`src/rtl/tl_state_out.sv`:
```
// Traffic-light state register: gates requested state changes on legality and
// dwell time, and decodes the registered state into the two street lights.
module tl_state_out #(
    parameter int unsigned YEL_CYC     = 4,
    parameter int unsigned MIN_GRN_CYC = 8
) (
    input  logic       clk,
    input  logic       reset_n,
    input  logic [2:0] d,
    output logic [2:0] q,
    output logic [1:0] La,
    output logic [1:0] Lb,
    output logic       chg,
    output logic       err
);

    localparam logic [2:0] S0 = 3'd0;
    localparam logic [2:0] S1 = 3'd1;
    localparam logic [2:0] S2 = 3'd2;
    localparam logic [2:0] S3 = 3'd3;
    localparam logic [2:0] S4 = 3'd4;
    localparam logic [2:0] S5 = 3'd5;
    localparam logic [2:0] S6 = 3'd6;
    localparam logic [2:0] S7 = 3'd7;

    localparam logic [1:0] L_GRN  = 2'b00;
    localparam logic [1:0] L_YEL  = 2'b01;
    localparam logic [1:0] L_LEFT = 2'b10;
    localparam logic [1:0] L_RED  = 2'b11;

    localparam logic [7:0] YEL_LAST = 8'(YEL_CYC - 1);
    localparam logic [7:0] GRN_LAST = 8'(MIN_GRN_CYC - 1);
    localparam logic [7:0] CNT_MAX  = 8'hFF;

    logic [2:0] q_q, q_d;
    logic [7:0] cnt_q, cnt_d;
    logic       chg_q, chg_d;
    logic       err_q, err_d;

    logic [2:0] q_inc;
    logic       req_hold;
    logic       req_adv;
    logic       dwell_ok;
    logic       load;

    assign q_inc    = q_q + 3'd1;
    assign req_hold = (d == q_q);
    assign req_adv  = (d == q_inc);

    // Yellow must end exactly on its last cycle; green/left may be extended.
    assign dwell_ok = q_q[0] ? (cnt_q == YEL_LAST) : (cnt_q >= GRN_LAST);
    assign load     = req_adv && dwell_ok;

    always_comb begin
        q_d   = q_q;
        cnt_d = (cnt_q == CNT_MAX) ? CNT_MAX : cnt_q + 8'd1;
        chg_d = 1'b0;
        err_d = !(req_hold || req_adv);
        if (load) begin
            q_d   = d;
            cnt_d = '0;
            chg_d = 1'b1;
        end
    end

    always_ff @(posedge clk) begin
        if (!reset_n) begin
            q_q   <= S0;
            cnt_q <= '0;
            chg_q <= 1'b0;
            err_q <= 1'b0;
        end else begin
            q_q   <= q_d;
            cnt_q <= cnt_d;
            chg_q <= chg_d;
            err_q <= err_d;
        end
    end

    always_comb begin
        La = L_RED;
        Lb = L_RED;
        case (q_q)
            S0: La = L_GRN;
            S1: La = L_YEL;
            S2: La = L_LEFT;
            S3: La = L_YEL;
            S4: Lb = L_GRN;
            S5: Lb = L_YEL;
            S6: Lb = L_LEFT;
            S7: Lb = L_YEL;
            default: begin
                La = L_RED;
                Lb = L_RED;
            end
        endcase
    end

    assign q   = q_q;
    assign chg = chg_q;
    assign err = err_q;

endmodule

```
`config.mk`:
```
export PLATFORM = sky130hd
export DESIGN_NAME = tl_state_out
export DESIGN_NICKNAME = d
export VERILOG_FILES = /design/src/rtl/tl_state_out.sv
export SDC_FILE = /design/constraint.sdc
export NUM_CORES = 1
export LEC_CHECK = 0
export ABC_CLOCK_PERIOD_IN_PS = 1760
export BUFFER_PORTS_ARGS = -buffer_cell sky130_fd_sc_hd__buf_2
export CAP_MARGIN = 10
export CELL_PAD_IN_SITES_DETAIL_PLACEMENT = 0
export CELL_PAD_IN_SITES_GLOBAL_PLACEMENT = 2
export CORE_ASPECT_RATIO = 1.2
export CORE_UTILIZATION = 28
export CTS_CLUSTER_DIAMETER = 30
export DETAILED_ROUTE_END_ITERATION = 16
export HOLD_SLACK_MARGIN = 0.08
export PLACE_DENSITY = 0.71
export SLEW_MARGIN = 20
export SYNTH_ARGS = -nofsm -noshare
export SYNTH_HDL_FRONTEND = slang
export SYNTH_SLANG_ARGS = --single-unit
```
`constraint.sdc`:
```
create_clock -name clk -period 1.76 [get_ports clk]
set_input_delay 0.088 -clock clk [delete_from_list [all_inputs] [get_ports clk]]
set_output_delay 0.088 -clock clk [all_outputs]
set_load 0.01 [all_outputs]
```
==> metrics.cfg <==
[run_status]
outcome=finished, final reports clean

[final_layout]
drive_gt1_frac=0.405
fin_nets=124
layout_commonest_cell=buf_2
area_growth_pct=43.8
layout_common_cells=buf_2 (13), dfxtp_1 (10), nor2_1 (9)
diodes=0
nFillCells=275
final_util=0.431

[yosys]
ys_seq_area_frac=0.340
syn_avg_cell_area_sq_um=8.90
ys_ff_latch=13
yosysWarnings=0
syn_area_sq_um=766
synth.distinct_cells=28
syn_nets=98
synthCells=86

[detailed_routing]
drt.antenna.violating_nets=0
via_per_inst=4.78
drc_errors=0
route.vias.total=688
wirelength_um=1820
first_pass_iters=4
wl_per_cell_um=12.6
drt-initial-drc-count=12

[power]
vdd_drop_max_uv=428
p_leak_nw=0.443
p_per_area_mw_per_mm2=782
combPwrFrac=0.347
finalPower_w=0.000861
p_seq_frac=0.432
p_int_w=0.000570
p_sw_frac=0.338
p_sw_w=0.000292
clockPowerShare=0.220

[critical_path]
end_kind=flip-flop
startpoint_type=flip-flop
critPathRequiredTime_ps=1910
cp_max_fo=4
rr_startpoint=q[0]
arrival_ps=1880
startpoint=q[0]
setup.worst_path.class=reg2reg

[sta]
rsz0062_at_grt=true
fin_ws_ps=30.9
final_max_slew_viol_count=0
min_period_ps=1730
finalCritPeriodShare=0.982
final.setup.tns_ps=0
setup_viol=0
finClkSkew_ps=12.7
clock.fmax_mhz=578
tightest_slew_ps=412
relSlewSlack=0.725
finalHoldViolations=0

[floorplan]
io_pins=14
coreArea_sq_mm=0.00255
num_rows=20
die-area_sq_mm=0.00295
fp.dieH_um=59.3
die_w_um=49.7
start_util=0.300

[placement]
routabilityCongestion=0.724
dp_slack_ps=17.4
portBuffers=13
dpl.hpwl_um=1340

[grt]
grt_first_pass_wirelength_um=2790
grt_overflow_total=0
grt_max_degree=9
antenna_found_initial=0
grt_pass1_vias=621
track_usage=0.128

[clocking]
clkSinkCount=13
clkLatencyLatePin_ps=280
htreeDepth=1
cts_buffers=3
clock_path_buffers=2
cts_tree=done
cts_hold_buf=0
root_buffer=clkbuf_4
path_clk_slew_ps=90

[worst_hold_path]
hold_class=in2reg
hold_path.startpoint=reset_n

[flow_run]
maxCapViolCount=0

final cells by class:
class                      instances  area [sq um]  share of cell area
inverter                           5          18.8              0.0170
tap                               33          41.3              0.0375
timing repair buffer              21           133               0.120
clock buffer                       4          26.3              0.0239
multi-input combinational         68           613               0.557
sequential                        13           269               0.244
power groups by stage:
| stage | logic (W) | clock network (W) | registers, W |
|---|---|---|---|
| 3_3_place_gp | 0.000260 | 0 | 0.000380 |
| 3_5_place_dp | 0.000261 | 0 | 0.000381 |
| 5_1_grt | 0.000335 | 0.000209 | 0.000378 |
| 6_report | 0.000299 | 0.000190 | 0.000372 |
| 4_1_cts | 0.000264 | 0.000199 | 0.000374 |
| 2_1_floorplan | 0.000180 | 0 | 0.000381 |
state kept, by name (all words and copies together) (netlist names):
name and count:
q 3, err 1, cnt_q 8, chg 1
critical path, stage by stage (launching register included):
cell and delay [ps]:
dfxtp_4 370, ha_4 170, ha_4 290, xor2_4 190
a31oi_4 120, nor3b_4 240, buf_4 150, o32ai_2 60
cell families (layout without fill, tap and decap cells):
family,after synthesis,count (layout),share of synthesized area
buffers and inverters,5,30,0.0245
muxes,1,1,0.0131
AOI/OAI and AO/OA,16,16,0.144
and+or+nand+nor,35,35,0.261
DFF,13,13,0.340
adders and majority gates,7,7,0.114
xor gates and xnor gates,9,9,0.103
synthesized netlist by cell type (all sizes together):
library cell	number	area share
dfxtp	13	0.34
nor2	9	0.044
a21oi	7	0.046
ha	7	0.11
nand3	6	0.039
xor2	6	0.069
inv	5	0.025
nand2	5	0.025
nor3	3	0.026
nor3b	3	0.044
xnor2	3	0.034
nand4	2	0.016
o21ai	2	0.013
o32ai	2	0.023
or4	2	0.020
a211oi	1	0.0098
a311oi	1	0.020
a31oi	1	0.0082
and2b	1	0.011
and3	1	0.0082
and3b	1	0.011
mux2i	1	0.013
nand2b	1	0.0082
nor2b	1	0.0082
o2bb2ai	1	0.011
o31a	1	0.013
path summary, 6_finish.rpt:
| check | to | slack [ps] | cells past startpoint |
|---|---|---|---|
| min | q[0] | 80 | 3 |
| max reg2reg | q[2] | 30 | 7 |
| max | q[2] | 30 | 7 |
| min reg2reg | cnt_q[0] | 470 | 1 |
per-stage QoR:
stage | hold slack (ps) | cell area [sq um] | cells
floorplan | 224 | 778 | 86
global placement | 393 | 937 | 139
detailed placement | 389 | 937 | 139
CTS | 81.6 | 971 | 143
global route | 102 | 1100 | 144
finish | 80.5 | 1100 | 144
metal layers:
layer  wire length (um)  track usage  up-vias
met3                 52       0.0256        2
met5                  0            0        -
met4                 13       0.0490        0
met2               1020        0.237       10
li1                   -            -      357
met1                729        0.144      319
repair_timing:
action,in CTS,in global routing
hold endpoints to repair,0,0
pin swaps,1,6
gates resized for setup,1,19
gates cloned,0,0
setup endpoints to repair,7,12
buffers inserted,0,1
No activity file was read; power rests on OpenSTA's default activity.
